==> config.mk <==
export PLATFORM = sky130hd
export DESIGN_NAME = sat_counter
export DESIGN_NICKNAME = d
export VERILOG_FILES = /design/src/rtl/sat_counter.sv
export SDC_FILE = /design/constraint.sdc
export NUM_CORES = 1
export LEC_CHECK = 0
export CORE_AREA = 2 2 39 41
export DETAILED_ROUTE_END_ITERATION = 16
export DIE_AREA = 0 0 41 43
export DONT_BUFFER_PORTS = 1
export GPL_ROUTABILITY_DRIVEN = 1
export PLACE_DENSITY = 0.45
export SETUP_SLACK_MARGIN = 0.1
export SYNTH_ARGS = -nofsm -noshare
export SYNTH_HDL_FRONTEND = slang
export SYNTH_SLANG_ARGS = --single-unit
export TNS_END_PERCENT = 10
==> constraint.sdc <==
create_clock -name clk_i -period 1.7 [get_ports clk_i]
set_input_delay 0.255 -clock clk_i [delete_from_list [all_inputs] [get_ports clk_i]]
set_output_delay 0.255 -clock clk_i [all_outputs]
set_load 0.03 [all_outputs]
==> src/rtl/sat_counter.sv <==
// Up-counter that sticks at all-ones; clear wins over increment.
module sat_counter #(
  parameter int unsigned Width = 8
) (
  input  logic             clk_i,
  input  logic             rst_ni,
  input  logic             clr_i,
  input  logic             inc_i,
  output logic [Width-1:0] cnt_o
);

  logic [Width-1:0] cnt_q, cnt_d;

  always_comb begin
    cnt_d = cnt_q;
    if (clr_i) begin
      cnt_d = '0;
    end else if (inc_i && (cnt_q != '1)) begin
      cnt_d = cnt_q + Width'(1);
    end
  end

  always_ff @(posedge clk_i or negedge rst_ni) begin
    if (!rst_ni) begin
      cnt_q <= '0;
    end else begin
      cnt_q <= cnt_d;
    end
  end

  assign cnt_o = cnt_q;

endmodule

Word level (Yosys, flattened, before mapping)

Index checks and enable logic that the tools add are counted.

Word-level logic and storage cells: 7
Output and inout bits: 8
Register bits after elaboration: 8
Input port bits: 4

Muxes and demuxes: 2
Eq/ne operators: 1
Add/subtract/negate cells: 1
Reduce and logical (&&, ||, !) cells: 2

Operators by type and width:

| cell                                                          | number |
|---|---|
| 8-bit two-way mux                                             | 2 |
| 8-bit by 1-bit adder with 8-bit output, second input constant | 1 |
| 8-bit != test, second input constant                          | 1 |
| 2-bit nonzero test                                            | 1 |
| 1-bit logical AND                                             | 1 |

Logic depth before layout (Yosys ltp)

Gate-level depths: netlist of the first run.

Depth after elaboration: 4
Depth in mapped cells: 4
Depth with buffers taken out: 4

Least setup slack after synthesis of the first run

Ideal clock, no wire load.

Path type: register to register
Start: reg cnt_q[0], in the netlist cnt_o[0]
End: reg cnt_q[0], in the netlist cnt_o[0]
Setup time: 0.125 ns
Path slack: -0.047 ns
Clock period less this slack: 1.747 ns
Cell stages (with the launch flop): 5
Arrival: 1.623 ns
Path buffers: 0
Path through: dfrtp_1 ha_1 and4_2 a21boi_1 mux2_2

Longest elaborated chain between the ends: 3

Ends and longest elaborated chain:

| element                                                                 | RTL line | text |
|---|---|---|
| from (decl)                                                             | 12       | `logic [Width-1:0] cnt_q, cnt_d;` |
| from (signal assigned)                                                  | 27       | `cnt_q <= cnt_d;` |
| 8-bit by 1-bit adder with 8-bit output or 8-bit != test (tied branches) | 19, 18   |  |
| 8-bit two-way mux or 1-bit logical AND (tied branches)                  | 18       | `end else if (inc_i && (cnt_q != '1)) begin` |
| 8-bit two-way mux or 2-bit nonzero test (tied branches)                 | n/a      |  |

Several ways; a longest one is shown, not always the timed one. The select of a mux whose other input is x is not followed.
A chain may end at the register's enable or synchronous reset.

Final worst setup path of the first run

Ends and elaborated chain as after synthesis.

==> impl_metrics.toml, run 1 <==
[outcome]
status = "finished clean"

[job]
drv_cap = 0

[timing]
slew_headroom_pct = 76.0
fmax_mhz = 654
period_share_pct = 90.0
setup_viol = 0
slew_viol_final = 0
setup_tns_ns = 0
rsz0062_at_grt = "false"
fin_crit_ns = 1.53
worst_pin_slew_ns = 0.351
fin_skew_ns = 0.00473
hold_viol_final = 0

[floorplan]
start_util_pct = 33.5
core_area_mm2 = 0.00138
die_area_mm2 = 0.00176
ios = 12
die_h_um = 43
die_w_um = 41
rows = 14

[critical_path]
ff2ff_path_depth = 4
startpoint_type = "flip-flop"
rrSetupSlack_ns = 0.17
slowest_delay_ns = 0.41
path_cells = "ha_2 > and4_2 > a21boi_2 > mux2_2"
crit_type = "flip-flop to flip-flop"
reg2reg_from = "cnt_o[0]$_DFFE_PN0P_"
crit_end = "cnt_o[0]$_DFFE_PN0P_"
slowest_stage = "dfrtp_2"
cp.arrival_ns = 1.67
end_kind = "flip-flop"
cp_max_fo = 7
startpoint = "cnt_o[0]$_DFFE_PN0P_"
required_ns = 1.84
reg2reg_to = "cnt_o[0]$_DFFE_PN0P_"

[detailed_routing]
wirelength_um = 1040
drc = 0
wl_per_cell_um = 13.7
drt-initial-drc-count = 7
ant_nets = 0
vias = 428
dr.pass1.iters = 4
viasPerCell = 5.63

[synthesis]
synth_area_um2 = 464
synth_most_common_cell = "dfrtp_1"
synth_top_family_by_area = "simple AND/OR/NAND/NOR gates"
avgSynthCellArea_um2 = 9.47
synth_flop_cell = "dfrtp_1"
synthTopCellsByCount = "dfrtp_1 (8), nor3_1 (4), a21oi_1 (3), nand2b_1 (3), nor2b_1 (3)"
ys_ff_latch = 8
synth_fa_ha_area_share_pct = 2.70
synth_edf_count = 0
yosysTopAreaCell = "dfrtp_1"
syn_nets = 54
synthMuxAreaShare_pct = 7.01
ys_types = 28
synth_xor_area_share_pct = 0
yosys.area_share.simple_pct = 31.0
synthCells = 49
seq_area_frac_synth_pct = 43.1
synth_top_cell_area_share_pct = 43.1
ys.warnings.count = 0
synth-async-reset-ratio_pct = 100
synth.area.top_cells = "dfrtp_1 (43%), mux2_2 (4.9%), nor3_1 (4.3%)"
synth_compound_area_share_pct = 12.7

[finish]
antenna_cells = 0
largest_reg_flops = 8
nets = 67
stdcell_count = 76
final_layout_size_suffix_gt1_share_pct = 33.3
area_growth_pct = 25.9

[cts]
cts.clk_slew.worst_paths_ns = 0.06
cts_tree = "yes"
clock_path_buffers = 2
ctsRootBufferMaster = "clkbuf_4"
numCtsBuffers = 3
insertion_delay_ns = 0.26
numClockSinks = 8
ctsHtreeMaxLevel = 1

[power]
pwr-share-comb_pct = 11.5
p_per_area_mw_per_mm2 = 677
pwr-share-clk_pct = 38.2
intPower_mw = 0.296
power.switching_mw = 0.0996
seqPwrFrac_pct = 50.3
vdd_drop_max_mv = 0.340
switching_share_pct = 25.1
power_leakage_nw = 0.247

[placed_design]
routabilityCongestion = 0.712
hpwlAfterDp_um = 761
io_buffers = 0
placed_cells = 71

[global_route]
grt.total_usage_pct = 14.4
grt_max_degree = 12
grt_pass1_vias = 413
grt_overflow = 0
antenna_found_initial = 0
grt_first_pass_wirelength_um = 1730

[worst_hold_path]
min-delay-path-class = "input pin to flip-flop"
[logic make-up after synthesis]
family          Yosys count
compound gates            9
fa+ha+maj                 1
buf+inv                   4
flops                     8
mux                       3
simple gates             24
[metrics by stage]
stage	setup slack, ns	utilization [%]	cell area, µm²	power (mW)	hold WS, ns
floorplan	0.107	-	473	0.235	-0.0406
global placement	0.203	39.3	544	0.240	-0.0404
detailed placement	0.170	39.3	544	0.242	-0.0403
CTS	0.163	41.7	577	0.402	0.0542
global route	0.114	42.2	584	0.417	0.0591
finish	0.170	42.2	584	0.396	0.0635
[power groups by stage]
stage / Sequential, mW / Combinational (mW) / Clock (mW)
finish: 0.199 / 0.0457 / 0.151
floorplan: 0.214 / 0.0201 / 0
CTS: 0.199 / 0.0449 / 0.158
global placement: 0.202 / 0.0371 / 0
detailed placement: 0.203 / 0.0390 / 0
global route: 0.200 / 0.0507 / 0.166
[what timing repair did]
| item | in CTS | in global routing |
|---|---|---|
| endpoints found under the setup margin | 0 | 1 |
| buffers inserted | 0 | 1 |
| gates resized for setup | 0 | 0 |
| hold buffers | 1 | 0 |
| hold endpoints to repair | 8 | 0 |
[placed cells by master, fill, tap and decap left out]
cell,instances
a21boi_2,1
nand4_1,1
nand2_1,2
a31oi_1,1
nor4_1,1
nor3b_1,1
a41oi_1,1
clkbuf_4,3
nor2b_1,3
and4_1,1
a211oi_1,1
nand2b_1,3
mux2_2,2
a2111oi_0,1
mux2i_1,1
and4_2,1
ha_2,1
o21ai_0,1
dfrtp_2,2
and3_1,1
nand3_2,1
or3_1,1
dfrtp_1,6
nor2_1,2
inv_1,2
a21oi_1,3
nand3_1,2
buf_4,9
dlygate4sd3_1,1
nor3_1,4
[worst min-delay path by stage]
stage / slack, ns / start / to / cells past startpoint
finish: 0.06 / clr_i / cnt_o[7]$_DFFE_PN0P_ / 1
floorplan: -0.04 / rst_ni / cnt_o[0]$_DFFE_PN0P_ / 0
CTS: 0.05 / clr_i / cnt_o[7]$_DFFE_PN0P_ / 1
global placement: -0.04 / rst_ni / cnt_o[6]$_DFFE_PN0P_ / 0
global route: 0.06 / clr_i / cnt_o[2]$_DFFE_PN0P_ / 1
detailed placement: -0.04 / rst_ni / cnt_o[7]$_DFFE_PN0P_ / 0
[per-layer routing]
metal	up-vias	global-route usage [%]	part of all wire, %
li1	205	-	-
met2	14	20.0	46
met4	0	8.00	1.8
met1	205	18.6	45
met3	4	5.24	6.9
met5	-	0	0
[critical path: cells and delay by family, from the launching register on]
family / cells / cell delay, ns
muxes: 1 / 0.34
AOI/OAI and AO/OA: 1 / 0.17
DFF: 1 / 0.41
and+or+nand+nor: 1 / 0.27
adders and majority gates: 1 / 0.22
[cell type report]
cell class / count / area (µm²)
sequential: 8 / 203
fill: 148 / 800
clock buffer: 3 / 22.5
timing repair buffer: 10 / 77.6
inverter: 2 / 7.51
tap: 16 / 20.0
multi-input combinational: 37 / 254
Note: power is estimated with default switching activity, not from simulation.
==> run 2, diff against run 1 <==
CELL_PAD_IN_SITES_DETAIL_PLACEMENT = 1   (was not set)
CELL_PAD_IN_SITES_GLOBAL_PLACEMENT = 1   (was not set)
PLACE_DENSITY = 0.57   (was 0.45)
==> impl_metrics.toml, run 2 (synthesis gave the netlist of run 1 again) <==
[critical_path]
crit_type = "flip-flop to flip-flop"
end_kind = "flip-flop"
required_ns = 1.84
cp.arrival_ns = 1.62
startpoint_type = "flip-flop"
cp_num_cells = 4
critPathBufInv = 0
slowest_stage = "dfrtp_2"
slowest_delay_ns = 0.41
path_cells = "ha_2 > and4_4 > a21boi_2 > mux2_2"
cp_max_fo = 7
cp_top_family = "flip-flops"
ff2ff_path_depth = 4

[timing]
fmax_mhz = 674
hold_viol_final = 0
setup_tns_ns = 0
slew_viol_final = 0
slew_headroom_pct = 74.0
rsz0062_at_grt = "false"
worst_pin_slew_ns = 0.380
period_share_pct = 87.2
fin_crit_ns = 1.48
fin_skew_ns = 0.0106
setup_viol = 0

[power]
power_mw = 0.400
power_leakage_nw = 0.242
p_per_area_mw_per_mm2 = 692
vdd_drop_max_mv = 0.301

[global_route]
grt_max_degree = 12
antenna_found_initial = 0
grt.total_usage_pct = 17.6
grt_first_pass_wirelength_um = 2080
grt_overflow = 0
grt_pass1_vias = 479

[cts]
numClockSinks = 8
insertion_delay_ns = 0.27
cts.clk_slew.worst_paths_ns = 0.07
ctsHtreeMaxLevel = 1
cts_tree = "yes"
post_cts_buffers = 0
numCtsBuffers = 3
clock_path_buffers = 2
ctsRootBufferMaster = "clkbuf_4"

[worst_hold_path]
holdPathStages = 1
min-delay-path-class = "input pin to flip-flop"

[detailed_routing]
dr.pass1.iters = 4
drc = 0
wl_per_cell_um = 16.1
viasPerCell = 5.83
wirelength_um = 1200
drt-initial-drc-count = 6
ant_nets = 0
vias = 437

[job]
drv_cap = 0

[finish]
area_growth_pct = 24.5
nets = 66
largest_reg_flops = 8
final_layout_size_suffix_gt1_share_pct = 32.2
layout_common_cells = "buf_4 (8), dfrtp_1 (6), nor3_1 (4)"
final_util_pct = 41.8
fillers = 174
layout_commonest_cell = "buf_4"
stdcell_count = 75
antenna_cells = 0
design_area_um2 = 578

[outcome]
status = "finished clean"

[floorplan]
die_area_mm2 = 0.00176
die_w_um = 41
start_util_pct = 33.5
rows = 14
die_h_um = 43
core_area_mm2 = 0.00138
ios = 12

[placed_design]
hpwlAfterDp_um = 839
placed_cells = 71
dpl_cell_area_um2 = 544
routabilityCongestion = 0.706
io_buffers = 0
[run 2: where the power goes]
part	switching [mW]	leakage [nW]	internal, mW
clock network	0.0760	0.0138	0.0815
logic	0.0259	0.121	0.0175
registers	0.00345	0.107	0.196
total	0.105	0.242	0.295
[run 2: worst paths after layout]
path                                            from                    to  slack (ns)
worst max-delay path            cnt_o[1]$_DFFE_PN0P_  cnt_o[0]$_DFFE_PN0P_        0.22
worst min-delay path                           clr_i  cnt_o[5]$_DFFE_PN0P_        0.05
min in group asynchronous                     rst_ni  cnt_o[7]$_DFFE_PN0P_        0.34
max in group asynchronous                     rst_ni  cnt_o[0]$_DFFE_PN0P_        1.05
worst min register to register  cnt_o[6]$_DFFE_PN0P_  cnt_o[6]$_DFFE_PN0P_        0.64
worst max register to register  cnt_o[1]$_DFFE_PN0P_  cnt_o[0]$_DFFE_PN0P_        0.22
[run 2: stage by stage]
step	worst slack, ns	hold WS (ns)
final	0.217	0.0490
after global routing	0.153	0.0378
after CTS	0.156	0.0487
after detailed placement	0.177	-0.0404
after global placement	0.201	-0.0404
after floorplan	0.107	-0.0406
[run 2: what timing repair did]
| item | 4_1_cts | 5_1_grt |
|---|---|---|
| resized for setup | 0 | 1 |
| hold endpoints to repair | 8 | 0 |
| hold buffers | 1 | 0 |
| setup endpoints to repair | 0 | 1 |
[run 2: final cells by class]
cell class / instances / area (µm²) / area share (%)
clock buffers: 3 / 22.5 / 3.90
inverters: 2 / 7.51 / 1.30
multi-input cells: 37 / 255 / 44.2
flip-flops and latches: 8 / 203 / 35.1
well taps: 16 / 20.0 / 3.46
repair buffers: 9 / 70.1 / 12.1
[run 2: worst register-to-register path, delay by kind of cell (launching register included)]
family,cells,cell delay (ns)
AO/OA/AOI/OAI,1,0.17
multiplexers,1,0.35
flip-flops,1,0.41
adder cells (fa/ha/maj),1,0.22
AND/OR/NAND/NOR,1,0.22
[run 2: routing by layer]
layer / vias to the layer above / track usage, % / wire (µm)
met5: - / 0 / 0
met4: 0 / 8.67 / 8
met3: 2 / 7.85 / 66
met2: 10 / 24.4 / 591
met1: 221 / 22.5 / 538
li1: 204 / - / -
